File: config.mk
export PLATFORM = sky130hd
export DESIGN_NAME = fix_seq_alloc_arbiter
export DESIGN_NICKNAME = d
export VERILOG_FILES = /design/src/rtl/fix_pkg.sv /design/src/rtl/bcd_incr.sv /design/src/rtl/fix_seq_alloc_arbiter.sv
export SDC_FILE = /design/constraint.sdc
export NUM_CORES = 1
export LEC_CHECK = 0
export CORE_MARGIN = 10
export CORE_UTILIZATION = 50
export CTS_BUF_LIST = sky130_fd_sc_hd__clkbuf_16
export CTS_CLUSTER_DIAMETER = 100
export DETAILED_ROUTE_END_ITERATION = 7
export PLACE_DENSITY_LB_ADDON = 0.15
export SYNTH_ARGS = -nofsm -noshare
export SYNTH_HDL_FRONTEND = slang
export SYNTH_SLANG_ARGS = --single-unit
File: constraint.sdc
create_clock -name clk -period 3.5 [get_ports clk]
set_clock_uncertainty 0.15 [all_clocks]
set_input_delay 0.525 -clock clk [delete_from_list [all_inputs] [get_ports clk]]
set_output_delay 0.525 -clock clk [all_outputs]
set_load 0.1 [all_outputs]
File: src/rtl/fix_pkg.sv
`default_nettype none
// ---------------------------------------------------------------------------
// fix_pkg : shared FSM states, BCD constants and helpers for FIX seq allocation
// Rev 1.0
// ---------------------------------------------------------------------------
package fix_pkg;

  typedef enum logic [1:0] {
    ST_RUN  = 2'd0,
    ST_HOLD = 2'd1,
    ST_LOAD = 2'd2
  } state_t;

  localparam int          BCD_DIGIT_W      = 4;
  localparam int          BCD_MAX_DIGITS   = 16;
  localparam logic [23:0] INIT_SEQ_DEFAULT = 24'h000002;

  // Checks the low 'digits' nibbles; callers zero-extend narrower values.
  function automatic logic bcd_is_valid(input logic [BCD_DIGIT_W*BCD_MAX_DIGITS-1:0] value,
                                        input int digits);
    logic ok;
    ok = 1'b1;
    for (int i = 0; i < BCD_MAX_DIGITS; i++) begin
      if (i < digits && value[BCD_DIGIT_W*i +: BCD_DIGIT_W] > 4'd9) ok = 1'b0;
    end
    return ok;
  endfunction

endpackage
`default_nettype wire

File: src/rtl/bcd_incr.sv
`default_nettype none
// ---------------------------------------------------------------------------
// bcd_incr : combinational DIGITS-wide BCD +1 with wrap-out on all-9s
// Rev 1.0
// ---------------------------------------------------------------------------
module bcd_incr
  import fix_pkg::*;
#(
  parameter int DIGITS = 6
) (
  input  logic [BCD_DIGIT_W*DIGITS-1:0] din,
  output logic [BCD_DIGIT_W*DIGITS-1:0] dout,
  output logic                          wrap_out
);

  always_comb begin
    logic       c;
    logic [3:0] d;
    c    = 1'b1;
    d    = 4'd0;
    dout = din;
    for (int i = 0; i < DIGITS; i++) begin
      d = din[BCD_DIGIT_W*i +: BCD_DIGIT_W];
      if (c) begin
        if (d == 4'd9) begin
          dout[BCD_DIGIT_W*i +: BCD_DIGIT_W] = 4'd0;
        end else begin
          dout[BCD_DIGIT_W*i +: BCD_DIGIT_W] = d + 4'd1;
          c = 1'b0;
        end
      end
    end
    wrap_out = c;
  end

endmodule
`default_nettype wire

File: src/rtl/fix_seq_alloc_arbiter.sv
`default_nettype none
// ---------------------------------------------------------------------------
// fix_seq_alloc_arbiter : round-robin allocator of unique FIX MsgSeqNum values
// Rev 1.0
// ---------------------------------------------------------------------------
module fix_seq_alloc_arbiter
  import fix_pkg::*;
#(
  parameter int                            NUM_REQ  = 4,
  parameter int                            DIGITS   = 6,
  parameter logic [BCD_DIGIT_W*DIGITS-1:0] INIT_SEQ = (BCD_DIGIT_W*DIGITS)'(INIT_SEQ_DEFAULT)
) (
  input  logic                            clk,
  input  logic                            reset,
  input  logic [NUM_REQ-1:0]              req,
  output logic [NUM_REQ-1:0]              grant,
  output logic [BCD_DIGIT_W*DIGITS-1:0]   seq_num,
  input  logic                            pause,
  input  logic                            load_req,
  input  logic [BCD_DIGIT_W*DIGITS-1:0]   load_num,
  output logic                            load_ack,
  output logic                            load_err,
  output logic                            wrap_flag,
  output logic                            busy
);

  localparam int SEQ_W = BCD_DIGIT_W * DIGITS;
  localparam int PTR_W = (NUM_REQ > 1) ? $clog2(NUM_REQ) : 1;

  state_t             r_state, w_state_nxt;
  logic [SEQ_W-1:0]   r_counter, r_load_num;
  logic [PTR_W-1:0]   r_rr_ptr, w_pick_idx, w_ptr_nxt;
  logic [NUM_REQ-1:0] w_req_eff;
  logic               w_pick_valid, w_do_grant, w_do_capture, w_load_ok;
  logic [SEQ_W-1:0]   w_incr_sum, w_counter_nxt;
  logic               w_wrap;

  bcd_incr #(.DIGITS(DIGITS)) u_incr (
    .din      (r_counter),
    .dout     (w_incr_sum),
    .wrap_out (w_wrap)
  );

  // Past all-9s the counter skips zero so 0 is never issued.
  assign w_counter_nxt = w_wrap ? SEQ_W'(1) : w_incr_sum;
  assign w_load_ok     = bcd_is_valid((BCD_DIGIT_W*BCD_MAX_DIGITS)'(r_load_num), DIGITS);
  assign w_req_eff     = req & ~grant;
  assign busy          = (r_state == ST_LOAD) | pause;

  // First eligible requester at or after rr_ptr; descending scan so lowest offset wins.
  always_comb begin
    int idx;
    int nxt;
    idx          = 0;
    nxt          = 0;
    w_pick_valid = 1'b0;
    w_pick_idx   = '0;
    for (int k = NUM_REQ - 1; k >= 0; k--) begin
      idx = int'(r_rr_ptr) + k;
      if (idx >= NUM_REQ) idx = idx - NUM_REQ;
      if (w_req_eff[PTR_W'(idx)]) begin
        w_pick_valid = 1'b1;
        w_pick_idx   = PTR_W'(idx);
      end
    end
    nxt = int'(w_pick_idx) + 1;
    if (nxt >= NUM_REQ) nxt = 0;
    w_ptr_nxt = PTR_W'(nxt);
  end

  always_comb begin
    w_state_nxt  = r_state;
    w_do_grant   = 1'b0;
    w_do_capture = 1'b0;
    case (r_state)
      ST_RUN: begin
        if (load_req) begin
          w_state_nxt  = ST_LOAD;
          w_do_capture = 1'b1;
        end else if (pause) begin
          w_state_nxt = ST_HOLD;
        end else begin
          w_do_grant = w_pick_valid;
        end
      end
      ST_HOLD: begin
        if (load_req) begin
          w_state_nxt  = ST_LOAD;
          w_do_capture = 1'b1;
        end else if (!pause) begin
          w_state_nxt = ST_RUN;
        end
      end
      ST_LOAD: w_state_nxt = pause ? ST_HOLD : ST_RUN;
      default: w_state_nxt = ST_RUN;
    endcase
  end

  always_ff @(posedge clk or posedge reset) begin
    if (reset) begin
      r_state    <= ST_RUN;
      r_counter  <= INIT_SEQ;
      r_load_num <= '0;
      r_rr_ptr   <= '0;
      grant      <= '0;
      seq_num    <= '0;
      load_ack   <= 1'b0;
      load_err   <= 1'b0;
      wrap_flag  <= 1'b0;
    end else begin
      r_state  <= w_state_nxt;
      grant    <= '0;
      load_ack <= 1'b0;
      load_err <= 1'b0;
      if (w_do_capture) r_load_num <= load_num;
      if (w_do_grant) begin
        grant     <= NUM_REQ'(1) << w_pick_idx;
        seq_num   <= r_counter;
        r_counter <= w_counter_nxt;
        r_rr_ptr  <= w_ptr_nxt;
        if (w_wrap) wrap_flag <= 1'b1;
      end
      if (r_state == ST_LOAD) begin
        if (w_load_ok) begin
          // A zero load is stored as 1 so the next issue is already bumped.
          r_counter <= (r_load_num == '0) ? SEQ_W'(1) : r_load_num;
          wrap_flag <= 1'b0;
          load_ack  <= 1'b1;
        end else begin
          load_err <= 1'b1;
        end
      end
    end
  end

endmodule
`default_nettype wire

==> impl_results.md, run 1 <==
- Outcome: finished, final reports clean
- Worst hold path depth: 2
- CTS tree: built
- Tcrit/Tclk final: 76.7%
- Fill cell count: 646
- Final setup fails: 0
- RSZ-0062 raised after global routing: no
- Buf/Inv on CP: 2
- CP max FO: 12
- CP Cell Sequence: clkdlybuf4s50_1, nor2b_1, o41ai_2, or4b_1, o21ai_1, buf_4, a2bb2oi_1
- Lkg Pwr: 2.22 nW
- Max rail drop VDD: 0.000303 V
- H-Tree Depth: 3
- DR vias: 3105
- DR vias/cell: 5.51
- Ant diodes: 0
- Mux cell area share after synthesis: 8.24%
- Gpl congestion: 0.802
- Final hold slack: 0.321 ns
- Most common cell after layout, fill and taps aside: nand2_1
- Syn Inst Count: 397
- Die height: 109 µm
- Pin count of the biggest net entering global routing: 58
- Layout Utilization: 64.8%
- Synthesized area: 3980 µm²
- Die area: 11900 µm²
- Top Ports: 64
- Hold_buf cts: 0
- Fraction of registers with async set/reset: 100%
- Global Route Usage Sum: 16.1%
- P per Cell Area: 862 nW/µm²
- TritonCTS buffer count: 9
- CTS max path bufs: 2
- Most frequent cells in the layout: 89 x nand2_1, 82 x dfrtp_1, 62 x clkdlybuf4s50_1
- Dominant synthesized flop cell: dfrtp_1
- Worst-path clk slew: 0.06 ns
- Worst EP required: 3.61 ns
- Post CTS Setup Buffer Count: 0
- WS Path Type: in -> reg
- Area grow syn2layout: 25.9%
- R2r worst-path depth: 6
- Synthesized net count: 435
- Worst skew pair latency: 0.33 ns
- Relative max-transition margin: 34.3%
- Hpwl dp: 6.56 mm
- Global-route wire length before repair: 15.5 mm
- Total grt overflow: 0
- Ys Warns: 0
- WL per Instance: 16.2 µm
- Layout cells sized above 1: 10.2%
- Top delay family on crit path: simple AND/OR/NAND/NOR gates
- Max Fclk: 372 MHz
- Max incr delay on CP: 0.67 ns
- Worst slew pin tran: 0.983 ns
- Post-Route WL: 9.15 mm
- Largest family of logic cells by synthesized area: simple AND/OR/NAND/NOR gates
- Synth Area in Simple Gates: 20.0%
- Sink Count: 83
- Number of max-cap violations: 0
- Flip-flop and latch area: 2080 µm²
- Final net count: 495
- Core Area: 7730 µm²
- Post-synthesis sequential area ratio: 52.3%
- Post-Syn Area per Cell: 10.0 µm²
- # DRC: 0
- Post-route ant nets: 0
- First-pass DRT Iterations: 4
- Endpoints failing hold: 0
- Post-synth EDFFs: 0
- Critical-path top delay cell: or4b_1
- Total negative slack: 0 ns
- CP arrival: 2.79 ns
- Initial core utilization: 51.5%
- Worst setup SP type: input pin
- Number of DRC markers in iteration 0: 146
- FF+latch count, synth: 83
- Initial antenna violation count: 0
- CP Capture Type: flip-flop
- Cell depth of the worst setup path: 7
- XOR/XNOR Fraction of Synth Area: 1.98%
- Tmin final: 2.69 ns
- Vias in the first global route: 3233
- Post_cts resized: 0
- Max-slew violations: 0
- IO buf count: 63
- Min-delay worst type: reg -> reg
- Area of the multi-input gates: 1780 µm²
- Synth Area in Compound Gates: 12.4%
- Die X: 109 µm
- CTS root buffer: clkbuf_16
- Synth Area in Adders: 1.89%
- # rows: 32
- Cell variety after synth: 51
worst reg2reg max path: stages (launching register included):
cell       delay (ns)
dfrtp_1          0.44
nor4_4           0.43
o41ai_2          0.16
or4b_1           0.67
o21ai_1          0.19
buf_4            0.20
a2bb2oi_1        0.17
worst paths after layout:
| path | from | slack (ns) | to |
|---|---|---|---|
| worst min-delay path | seq_num[11] | 0.32 | seq_num[11] |
| worst min register to register | seq_num[11] | 0.32 | seq_num[11] |
| worst max register to register | r_state[1] | 1.01 | r_counter[0] |
| min in group asynchronous | reset | 0.37 | r_load_num[4] |
| worst max-delay path | req[3] | 0.81 | r_counter[0] |
| max in group asynchronous | reset | 2.18 | seq_num[22] |
layer usage:
metal,vias to the layer above,track usage [%],part of all wire [%]
met3,21,4.54,6.8
li1,1507,-,-
met1,1481,21.6,47
met5,-,0,0
met4,0,6.32,2.4
met2,96,24.0,44
flip-flops by register name, summed over array words and instances, names as in the netlist:
signal      count
r_rr_ptr        2
r_state         2
r_load_num     24
seq_num        24
grant           4
r_counter      24
wrap_flag       1
load_err        1
load_ack        1
where the power goes:
part	internal, mW	total [mW]	switching, mW	leakage (nW)
combinational	0.549	1.86	1.31	1.07
clock	0.538	0.888	0.350	0.152
sequential	1.26	1.57	0.314	0.998
total	2.34	4.32	1.97	2.22
cells by family after synthesis:
kind of cell	after synthesis
DFF	83
buffers and inverters	33
adders and majority gates	6
xor gates and xnor gates	9
AOI/OAI and AO/OA	74
muxes	30
and+or+nand+nor	162
cell type report:
cell class / count / share of cell area (%)
multi-input cells: 281 / 35.6
clock buffers: 9 / 4.50
repair buffers: 70 / 13.8
clock inverters: 7 / 1.07
flip-flops and latches: 83 / 41.5
inverters: 12 / 0.925
well taps: 102 / 2.55
cell usage after synthesis (3+ instances only):
cell type  number  share of area [%]
a31oi_1         3               0.47
nor3_1          3               0.38
dfrtp_1        82                 52
xor2_1          4               0.88
and2_1          6               0.94
nand2b_1        6               0.94
a21oi_1        11                1.4
nor2_1         12                1.1
mux2i_1         8                2.0
ha_1            6                1.9
o2bb2ai_1      10                2.2
nor4_1          6               0.94
o21ai_1         3               0.38
nand3_1         4               0.50
mux2_2         22                6.2
xnor2_1         5                1.1
a22oi_1         3               0.57
o21ai_0        23                2.9
nor3b_1         3               0.57
nor2b_1        11                1.7
and4_1          3               0.66
nand4_1         6               0.94
clkbuf_1       18                1.7
inv_1          12                1.1
nand2_1        89                8.4
o21a_1          4               0.76
stage by stage:
step | cell area (µm²) | power (mW) | setup WS (ns) | instances
final | 5010 | 4.32 | 0.814 | 564
after global routing | 5010 | 4.55 | 0.664 | 564
after CTS | 5010 | 4.34 | 0.828 | 564
after detailed placement | 4730 | 3.44 | 0.487 | 548
after global placement | 4730 | 3.39 | 0.562 | 548
after floorplan | 3980 | 2.94 | 0.690 | 397
Note: power is estimated with default switching activity, not from simulation.
==> run 2, diff against run 1 <==
CORE_UTILIZATION = 48   (was 50)
clock period = 2.35 ns   (was 3.5 ns; I/O delays follow)
==> impl_results.md, run 2 (synthesized netlist as in run 1, its figures left out) <==
- Outcome: finished, final reports clean
- CP max FO: 6 (-6)
- TritonCTS buffer count: 9 (unchanged)
- Vias in the first global route: 3155 (-2.4%)
- Min-delay worst type: in -> async
- Design Area, Final: 5300 µm² (+5.9%)
- CTS root buffer: clkbuf_16
- Initial core utilization: 48.9% (-2.6 points)
- Pin count of the biggest net entering global routing: 39 (-33%)
- Combinational Power Share: 43.4% (+0.4 points)
- Post-route ant nets: 0 (unchanged)
- CTS tree: built
- Biggest regs: r_counter (24), r_load_num (24), seq_num (24)
- WS Path Type: reg -> reg
- P per Cell Area: 1280 nW/µm² (+48%)
- Number of DRC markers in iteration 0: 138 (-5.5%)
- Global Route Usage Sum: 15.7% (-0.31 points)
- Metal3 WL: 617 µm (-1.4%)
- Top Ports: 64 (unchanged)
- Hpwl dp: 7.21 mm (+9.9%)
- Post CTS Setup Buffer Count: 0 (unchanged)
- Hold_buf cts: 0 (unchanged)
- Tmin final: 2.25 ns
- DR vias/cell: 5.29 (-3.9%)
- Relative max-transition margin: 65.5% (+31 points)
- Tcrit/Tclk final: 95.6%
- Switching power share of the total: 44.0% (-1.7 points)
- Worst slew pin tran: 0.517 ns (-0.467 ns)
- DR vias: 3136 (+1.0%)
- Top delay family on crit path: simple AND/OR/NAND/NOR gates
- Final net count: 522 (+5.5%)
- WL per Instance: 16.1 µm (-0.67%)
- Core Area: 8130 µm² (+5.3%)
- # DRC: 0 (unchanged)
- Initial antenna violation count: 0 (unchanged)
- Lkg Pwr: 2.43 nW (+9.3%)
- Total grt overflow: 0 (unchanged)
- Max incr delay on CP: 0.60 ns (-0.07 ns)
- CTS max path bufs: 2 (unchanged)
- IO buf count: 63 (unchanged)
- Die height: 111 µm (+1.7%)
- Clock power share: 23.3% (+2.7 points)
- Layout Utilization: 65.2% (+0.38 points)
- Worst-path clk slew: 0.06 ns (about the same)
- CP arrival: 2.32 ns (-0.47 ns)
- Worst setup SP type: flip-flop
- Setup Slack @ Placement: -0.344 ns (-0.830 ns)
- Number of max-cap violations: 0 (unchanged)
- # rows: 33 (+3.1%)
- Post-Route WL: 9.56 mm (+4.4%)
- Die X: 111 µm (+1.7%)
- Sequential share of power: 33.3% (-3.1 points)
- Global-route wire length before repair: 16.2 mm (+4.5%)
- Max rail drop VDD: 0.000655 V (+120%)
- Most common cell after layout, fill and taps aside: nand2_1
- Final worst slack: 0.103 ns (-0.711 ns)
- Endpoints failing hold: 0 (unchanged)
- Worst EP required: 2.42 ns (-1.19 ns)
- Final setup fails: 0 (unchanged)
- CP Capture Type: flip-flop
- WL met2: 4.39 mm (+9.5%)
- Critical-path top delay cell: or4b_4
- P_sw: 2.97 mW (+51%)
- Area grow syn2layout: 33.3%
- Buf/Inv on CP: 2 (unchanged)
- Die area: 12300 µm² (+3.4%)
- Max Fclk: 445 MHz
- Routed length on met1: 4.38 mm (+1.8%)
- H-Tree Depth: 3 (unchanged)
- Sink Count: 83 (unchanged)
- Power, Total: 6.76 mW (+57%)
- Fill cell count: 642 (-0.62%)
- Worst skew pair latency: 0.33 ns (about the same)
- Layout cells sized above 1: 24.2% (+14 points)
- Ant diodes: 0 (unchanged)
- Internal: 3.78 mW (+61%)
- Most frequent cells in the layout: 89 x nand2_1, 78 x dfrtp_1, 58 x buf_4
- First-pass DRT Iterations: 4 (unchanged)
- Gpl congestion: 0.845 (+5.5%)
- Placed instance area: 4940 µm² (+4.5%)
- Final hold slack: 0.253 ns (-0.0674 ns)
- Max-slew violations: 0 (unchanged)
- CP Cell Sequence: inv_1, ha_1, and3b_2, nand3b_1, or4b_4, o21ai_4, clkbuf_4, o2bb2ai_1
- Post_cts resized: 0 (unchanged)
- Top Metal Used: met4
-- run 2: changes by cell type in the layout (fill, tap and decap cells not counted), sizes merged --
| cell | before | now |
|---|---|---|
| clkinvlp | 0 | 2 |
| clkdlybuf4s50 | 62 | 31 |
| buf | 8 | 65 |
| bufinv | 1 | 3 |
| inv | 15 | 12 |
| clkinv | 3 | 1 |
| clkbuf | 9 | 10 |
-- run 2: cell type report --
class	instances	area [µm²]	area share (%)
flip-flops and latches	83	2090	39.5
multi-input cells	281	1810	34.2
well taps	105	131	2.48
repair buffers	97	885	16.7
inverters	12	48.8	0.921
clock buffers	9	225	4.25
clock inverters	6	106	2.01
-- run 2: path summary, 6_finish.rpt --
kind,from,endpoint,slack (ns),cells past startpoint
setup / recovery,r_counter[1],r_counter[7],0.10,8
setup reg to reg,r_counter[1],r_counter[7],0.10,8
min in group clk,seq_num[8],seq_num[8],0.32,2
max in group asynchronous,reset,r_counter[1],1.24,3
hold / removal,reset,r_load_num[1],0.25,2
hold reg to reg,seq_num[8],seq_num[8],0.32,2
-- run 2: stage by stage --
| stage | instances | TNS, ns |
|---|---|---|
| 6_report | 593 | 0 |
| 5_1_grt | 593 | -0.0544 |
| 4_1_cts | 592 | 0 |
| 3_5_place_dp | 577 | -4.92 |
| 3_3_place_gp | 577 | -4.10 |
| 2_1_floorplan | 397 | 0 |
-- run 2: layer usage --
metal / vias up / GRT usage (%)
met1: 1473 / 20.7
met3: 9 / 4.98
li1: 1559 / -
met4: 0 / 5.48
met5: - / 0
met2: 95 / 23.9
-- run 2: power groups by stage --
stage          registers [mW]  clock network, mW  logic, mW
3_3_place_gp             2.25                  0       2.89
2_1_floorplan            3.48                  0      0.901
3_5_place_dp             2.27                  0       2.94
4_1_cts                  2.25               1.59       2.95
5_1_grt                  2.32               1.67       3.16
6_report                 2.25               1.57       2.93
==> run 3, diff against run 2 <==
SETUP_SLACK_MARGIN = 0.2   (was not set)
clock period = 1.9 ns   (was 2.35 ns; I/O delays follow)
==> impl_results.md, run 3 (synthesized netlist as in run 1, its figures left out) <==
- Outcome: finished, violations left
- Failing checks: setup timing
- H-Tree Depth: 3 (unchanged)
- Pin count of the biggest net entering global routing: 84 (+120%)
- CP arrival: 2.37 ns (+0.05 ns)
- Hpwl dp: 7.68 mm (+6.5%)
- Initial core utilization: 48.9% (unchanged)
- Worst EP required: 1.96 ns (-0.46 ns)
- Final worst slack: -0.410 ns (-0.513 ns)
- Lkg Pwr: 3.06 nW (+26%)
- R2R Path End: r_counter[6]
- Max rail drop VDD: 0.000689 V (+5.2%)
- Total grt overflow: 0 (unchanged)
- Max Fclk: 433 MHz (-2.7%)
- Hold path start: pause
- Number of DRC markers in iteration 0: 195 (+41%)
- Layout cells sized above 1: 46.3% (+22 points)
- Power, Total: 10.0 mW (+49%)
- Fill cell count: 379 (-41%)
- TritonCTS buffer count: 9 (unchanged)
- Final net count: 588 (+13%)
- Die X: 111 µm (unchanged)
- R2r setup slk: -0.41 ns (-0.51 ns)
- CTS root buffer: clkbuf_16
- Worst hold path depth: 3
- Initial antenna violation count: 0 (unchanged)
- Final setup fails: 54 (+54)
- Tcrit/Tclk final: 122% (+26 points)
- WS Path Type: reg -> reg
- Max-slew violations: 0 (unchanged)
- DR vias: 3826 (+22%)
- Relative max-transition margin: 71.3% (+5.8 points)
- Ant diodes: 0 (unchanged)
- Reg2reg start: r_state[1]
- Biggest regs: r_counter (24), r_load_num (24), seq_num (24)
- First-pass DRT Iterations: 5 (+1)
- RSZ-0062 raised after global routing: yes
- # rows: 33 (unchanged)
- Most common cell after layout, fill and taps aside: dfrtp_1
- Endpoints failing hold: 0 (unchanged)
- CTS max path bufs: 2 (unchanged)
- DR vias/cell: 5.80 (+9.6%)
- Die height: 111 µm (unchanged)
- Global-route wire length before repair: 19.0 mm (+17%)
- CTS tree: built
- Min-delay worst type: in -> reg
- CP Capture Type: flip-flop
- IO buf count: 63 (unchanged)
- Layout Utilization: 84.0% (+19 points)
- Number of max-cap violations: 0 (unchanged)
- Most frequent cells in the layout: 78 x dfrtp_1, 62 x buf_4, 61 x nand2_1
- Gpl congestion: 0.860 (+1.7%)
- Die area: 12300 µm² (unchanged)
- CP max FO: 8 (+2)
- Min-Delay Endpoint: r_state[0]
- Post-route ant nets: 0 (unchanged)
- Vias in the first global route: 3784 (+20%)
- Worst setup SP type: flip-flop
- Post-Route WL: 13.5 mm (+41%)
- Sink Count: 83 (unchanged)
- Global Route Usage Sum: 18.5% (+2.8 points)
- Core Area: 8130 µm² (unchanged)
- Top Ports: 64 (unchanged)
- WL per Instance: 20.4 µm (+27%)
- Worst-path clk slew: 0.06 ns (about the same)
- Worst skew pair latency: 0.34 ns (about the same)
- # DRC: 0 (unchanged)
- Worst slew pin tran: 0.430 ns (-0.0860 ns)
- Area grow syn2layout: 71.8%
- Tmin final: 2.31 ns (+0.0628 ns)
- Hold_buf cts: 0 (unchanged)
- R2r worst-path depth: 9 (+1)
- P per Cell Area: 1470 nW/µm² (+15%)
==> run 3: cell count changes in the layout (fill, tap and decap cells not counted), moves of 5 or more <==
cell	before	now
buf_12	6	41
nand2_1	89	61
nand2_2	0	19
o21ai_0	23	6
buf_6	1	16
o21ai_1	2	15
nand2_4	0	9
buf_8	0	5
==> run 3: metal layers <==
layer  routed length (µm)  track usage [%]  share of wire (%)
met2                 6680             31.7                 50
met3                  832             4.17                6.2
met1                 5290             21.5                 39
met5                    0                0                  0
met4                  657             8.40                4.9
==> run 3: final cells by class <==
| type | count | area [µm²] | share of cell area [%] |
|---|---|---|---|
| Clock inverter | 7 | 37.5 | 0.549 |
| Timing Repair Buffer | 163 | 2060 | 30.2 |
| Sequential cell | 83 | 2090 | 30.6 |
| Multi-Input combinational cell | 281 | 2240 | 32.7 |
| Clock buffer | 9 | 225 | 3.30 |
| Tap cell | 105 | 131 | 1.92 |
| Inverter | 12 | 48.8 | 0.714 |
==> run 3: what timing repair did <==
action / CTS / global route
buffers inserted: 16 / 13
pin swaps: 21 / 29
cloned: 4 / 4
gates resized for setup: 61 / 59
endpoints found under the setup margin: 56 / 56
==> run 3: worst max-delay path by stage <==
stage | start | endpoint | slack (ns) | cells after the start
after floorplan | r_counter[0] | r_counter[21] | -0.38 | 8
after global routing | r_state[1] | r_counter[6] | -0.54 | 9
after CTS | r_counter[9] | r_counter[22] | -0.29 | 5
after global placement | load_req | r_counter[6] | -0.68 | 7
after detailed placement | load_req | r_counter[6] | -0.76 | 7
final | r_state[1] | r_counter[6] | -0.41 | 9
==> run 3: report_power, final <==
group	internal (mW)	leakage, nW	total (mW)	switching (mW)
combinational	2.36	1.94	5.53	3.18
sequential	2.32	0.990	2.94	0.623
clock	0.869	0.135	1.57	0.705
==> run 3: critical path, stage by stage (launching register included) <==
cell	delay, ns
dfrtp_1	0.40
nor4_4	0.26
buf_4	0.19
buf_4	0.12
o41a_1	0.19
buf_6	0.17
buf_12	0.13
nand4_1	0.16
xnor2_1	0.30
o21ai_1	0.12
==> run 3: per-stage QoR <==
step	worst slack, ns	cells	hold WS [ns]	TNS, ns	instance area, µm²
after floorplan	-0.382	397	0.243	-4.85	4210
after global placement	-0.679	607	0.345	-20.33	5670
after detailed placement	-0.764	607	0.352	-22.41	5670
after CTS	-0.289	643	0.222	-5.35	6390
after global routing	-0.537	660	0.249	-14.34	6830
final	-0.410	660	0.220	-9.64	6830
